`config.mk`:
```
export PLATFORM = sky130hd
export DESIGN_NAME = hs_stream_upsizer
export DESIGN_NICKNAME = d
export VERILOG_FILES = /design/src/rtl/hs_stream_upsizer.sv
export SDC_FILE = /design/constraint.sdc
export NUM_CORES = 1
export LEC_CHECK = 0
export ABC_AREA = 1
export ABC_CLOCK_PERIOD_IN_PS = 1800
export CAP_MARGIN = 10
export CORE_MARGIN = 4
export CORE_UTILIZATION = 63
export CTS_CLUSTER_DIAMETER = 120
export DETAILED_ROUTE_END_ITERATION = 10
export DONT_BUFFER_PORTS = 1
export PLACE_DENSITY = 0.82
export SETUP_SLACK_MARGIN = 0.2
export SYNTH_ARGS = -nofsm -noshare
export SYNTH_HDL_FRONTEND = slang
export SYNTH_SLANG_ARGS = --single-unit
```
`constraint.sdc`:
```
create_clock -name clk_i -period 1.8 [get_ports clk_i]
set_input_delay 0.54 -clock clk_i [delete_from_list [all_inputs] [get_ports clk_i]]
set_output_delay 0.54 -clock clk_i [all_outputs]
set_load 0.02 [all_outputs]
```
`src/rtl/hs_stream_upsizer.sv`:
```
// Narrow-to-wide stream upsizer: packs RATIO input beats into one output word.
// Frames that end early on last are flushed as a partial word with a lane strobe.
module hs_stream_upsizer #(
  parameter int unsigned DATA_W = 8,
  parameter int unsigned RATIO  = 4
) (
  input  logic                    clk_i,
  input  logic                    rst_ni,
  input  logic [DATA_W-1:0]       in_data_i,
  input  logic                    in_last_i,
  input  logic                    in_vld_i,
  output logic                    in_rdy_o,
  output logic [DATA_W*RATIO-1:0] out_data_o,
  output logic [RATIO-1:0]        out_strb_o,
  output logic                    out_last_o,
  output logic                    out_vld_o,
  input  logic                    out_rdy_i
);

  localparam int unsigned CNT_W = (RATIO > 1) ? $clog2(RATIO) : 1;

  generate
    if (RATIO < 2) begin : g_bad_ratio
      $error("hs_stream_upsizer: RATIO must be at least 2");
    end
  endgenerate

  logic [CNT_W-1:0]                  cnt_q, cnt_d;
  logic [RATIO-2:0][DATA_W-1:0]      acc_q, acc_d;
  logic [RATIO-1:0][DATA_W-1:0]      out_data_q, out_data_d;
  logic [RATIO-1:0]                  out_strb_q, out_strb_d;
  logic                              out_last_q, out_last_d;
  logic                              out_vld_q, out_vld_d;

  logic in_rdy, in_fire, out_fire, at_last_lane, completing;

  always_comb begin
    // NOTE: every signal written here gets a default first so no latch is inferred.
    cnt_d      = cnt_q;
    acc_d      = acc_q;
    out_data_d = out_data_q;
    out_strb_d = out_strb_q;
    out_last_d = out_last_q;
    out_vld_d  = out_vld_q;

    // Ready depends only on registered state and downstream ready, never on in_vld_i.
    in_rdy       = rst_ni && (!out_vld_q || out_rdy_i);
    in_fire      = in_vld_i && in_rdy;
    out_fire     = out_vld_q && out_rdy_i;
    at_last_lane = (cnt_q == CNT_W'(RATIO - 1));
    completing   = at_last_lane || in_last_i;

    if (out_fire) begin
      out_vld_d = 1'b0;
    end

    if (in_fire) begin
      if (!completing) begin
        for (int unsigned k = 0; k < RATIO - 1; k++) begin
          if (cnt_q == CNT_W'(k)) acc_d[k] = in_data_i;
        end
        cnt_d = cnt_q + CNT_W'(1);
      end else begin
        // Lanes below cnt come from the accumulator, lane cnt is the current beat, the rest are zero.
        for (int unsigned k = 0; k < RATIO - 1; k++) begin
          if (CNT_W'(k) < cnt_q)       out_data_d[k] = acc_q[k];
          else if (CNT_W'(k) == cnt_q) out_data_d[k] = in_data_i;
          else                         out_data_d[k] = '0;
          out_strb_d[k] = (CNT_W'(k) <= cnt_q);
        end
        out_data_d[RATIO-1] = at_last_lane ? in_data_i : '0;
        out_strb_d[RATIO-1] = at_last_lane;
        out_last_d          = in_last_i;
        out_vld_d           = 1'b1;
        cnt_d               = '0;
        acc_d               = '0;
      end
    end
  end

  always_ff @(posedge clk_i) begin
    // NOTE: sequential state uses non-blocking assignments so all flops update together.
    if (!rst_ni) begin
      cnt_q      <= '0;
      acc_q      <= '0;
      out_data_q <= '0;
      out_strb_q <= '0;
      out_last_q <= 1'b0;
      out_vld_q  <= 1'b0;
    end else begin
      cnt_q      <= cnt_d;
      acc_q      <= acc_d;
      out_data_q <= out_data_d;
      out_strb_q <= out_strb_d;
      out_last_q <= out_last_d;
      out_vld_q  <= out_vld_d;
    end
  end

  assign in_rdy_o   = in_rdy;
  assign out_data_o = out_data_q;
  assign out_strb_o = out_strb_q;
  assign out_last_o = out_last_q;
  assign out_vld_o  = out_vld_q;

endmodule

```
==> qor.txt <==
Reg2reg start - cnt_q[0]
P_leak - 1.546 nW
Crit. Startpoint - out_vld_o
Slew HR - 76.46%
Worst vdd ir - 0.0005870 V
Placed cell areas - 2993 sq um
Final TNS setup - 0 ns
Vias in the first global route - 2378
H-Tree Depth - 3
Worst-margin pin slew - 0.3522 ns
Largest net degree at the start of global routing - 65
Die area - 5931 sq um
Adder-cell area share of the yosys netlist - 2.502%
DP HPWL - 4.230 mm
Hold Crit Start - rst_ni
Most frequent cells in the layout - nand2_1, nor2_1, dfxtp_1, inv_1, o21ai_0
CP top delay family - flip-flops
Longest Clk Path Bufs - 2
Final min period - 1.552 ns
Area grow syn2layout - 5.254%
Die Ht - 77.01 um
Post-Syn Instances - 466
Ratio of cells with drive above 1 in the final layout - 6.681%
Sequential Power Share - 55.5%
DRT antenna net count - 0
Commonest non-fill, non-tap cell in the layout - nand2_1
Final count of hold timing violations - 0
Yosys top cell area share - 42.70%
Worst-path maximum fanout - 3
Max-slew violation count - 0
Total wire length - 6.418 mm
Worst path cell trace - a21oi_4
Pint - 2.090 mW
F_max - 644.5 MHz
Worst Path Required - 1.26 ns
Cell area after layout - 3158 sq um
Synth Area in Compound Gates - 5.088%
Switch share - 27.64%
Buf/Inv on CP - 0
Period Utilization, post-route - 86.20%
Cts bufs inserted - 9
Initial Util - 67.06%
Drt via density - 5.110
Core ar. - 4474 sq um
CP endpoint kind - output port
Post-Synth Simple-Gate Area - 38.99%
Post-synthesis cell area - 3000 sq um
Worst stage delay on the critical path - 0.42 ns
Syn Nets - 485
Main combinational cell family by area after synthesis - simple AND/OR/NAND/NOR gates
Critical path's slowest cell - dfxtp_1
Yosys reg bits - 64
Drt wl/cell - 12.44 um
Max Cap Viol - 0
Initial DRC Count - 262
Gr usage total - 23.06%
Synth Area per Inst - 6.439 sq um
Initial DRT Pass Iterations - 4
Sequential-to-total area share from yosys stat - 42.70%
GR Overflow Total - 0
Final setup viols - 0
Synth warnings - 0
Post-synthesis xor/xnor area fraction - 0%
Post-synthesis mux area share - 0%
Via count - 2637
Worst-Skew Late Latency - 0.34 ns
Nets - 481
Top cells by area, synth - dfxtp_1, nand2_1, nor2_1, inv_1, o21ai_0
Yosys cell types - 21
Clk pin slew, worst setup/hold paths - 0.06 ns
Clock Power Share - 33.5%
Diodes inserted - 0
First-pass GRT wire length - 10.85 mm
RSZ-0062 raised after global routing - true
Num rows - 24
Fill cells - 385
Power density cells - 914.4 nW/um^2
Clock skew - 0.004272 ns
IO Pins - 52
Clock Tree Root - clkbuf_8
Placer Congestion - 0.8556
Comb power frac - 11.1%
Crit path DAT - 1.01 ns
Die W - 77.01 um
Hold Path Class - primary input to register
Status - completed
Cell taking the most area after synthesis - dfxtp_1
Port buffer count - 0
Initial antenna violation count - 0
CP Class - register to output port
Clock sink total - 64
Startpoint Class - register
CTS tree - yes
Psw - 798.1 uW
DRC viols - 0
synth_stat cells (all sizes together):
library cell / n
a21oi: 4
clkbuf: 4
nand4: 3
buf: 18
ha: 6
nand3: 2
o21ai: 24
nor2: 126
o22ai: 2
inv: 48
dfxtp: 64
nand2: 165
registers in the layout, summed over array words and instances, names as in the netlist:
signal	cells
acc_q	24
cnt_q	2
out_data_o	32
out_last_o	1
out_strb_o	4
out_vld_o	1
area by class of cell:
class                      instances  area [sq um]  area share (%)
clock inverter                     2         10.01          0.3170
tap                               52         65.06           2.060
timing repair buffer               7         81.33           2.575
multi-input combinational        332          1409           44.61
clock buffer                      11         131.4           4.160
sequential                        64          1281           40.57
inverter                          48         180.2           5.705
routing by layer:
layer / track usage, % / vias to the layer above / wire length, um
li1: - / 1372 / -
met1: 28.69 / 1164 / 2807
met2: 36.93 / 84 / 2936
met3: 4.567 / 17 / 450
met4: 13.70 / 0 / 225
met5: 0 / - / 0
metrics by stage:
stage / util, % / hold WS, ns / setup WS, ns / std cells / power (mW)
detailed placement: 66.89 / 0.4721 / 0.2915 / 502 / 1.946
global placement: 66.89 / 0.4622 / 0.3236 / 502 / 1.933
floorplan: - / 0.4539 / 0.2125 / 466 / 1.911
finish: 70.58 / 0.3149 / 0.2485 / 516 / 2.888
global route: 70.58 / 0.3227 / 0.1935 / 516 / 3.044
CTS: 70.05 / 0.3106 / 0.2366 / 515 / 2.901
logic make-up after synthesis:
family	Yosys count
flops	64
buf+inv	70
simple gates	296
compound gates	30
fa+ha+maj	6
what timing repair did:
item                                    4_1_cts  5_1_grt
hold buffers                                  0        0
gates resized for setup                       0        2
endpoints found under the setup margin        0       15
buffers inserted                              0        1
power by group through the flow:
stage                     logic, mW  registers [mW]  clock network (mW)
final                         0.320            1.60               0.966
after global routing          0.379            1.61                1.06
after global placement        0.302            1.63                   0
after CTS                     0.314            1.60               0.984
after detailed placement      0.311            1.63                   0
after floorplan               0.291            1.62                   0
worst paths after layout:
path	to	slack, ns	cells after the start
worst max-delay path	in_rdy_o	0.25	1
worst min-delay path	out_data_o[5]	0.31	2
worst max register to register	acc_q[21]	0.31	7
worst min register to register	acc_q[14]	0.48	2
No activity file was read; power rests on OpenSTA's default activity.
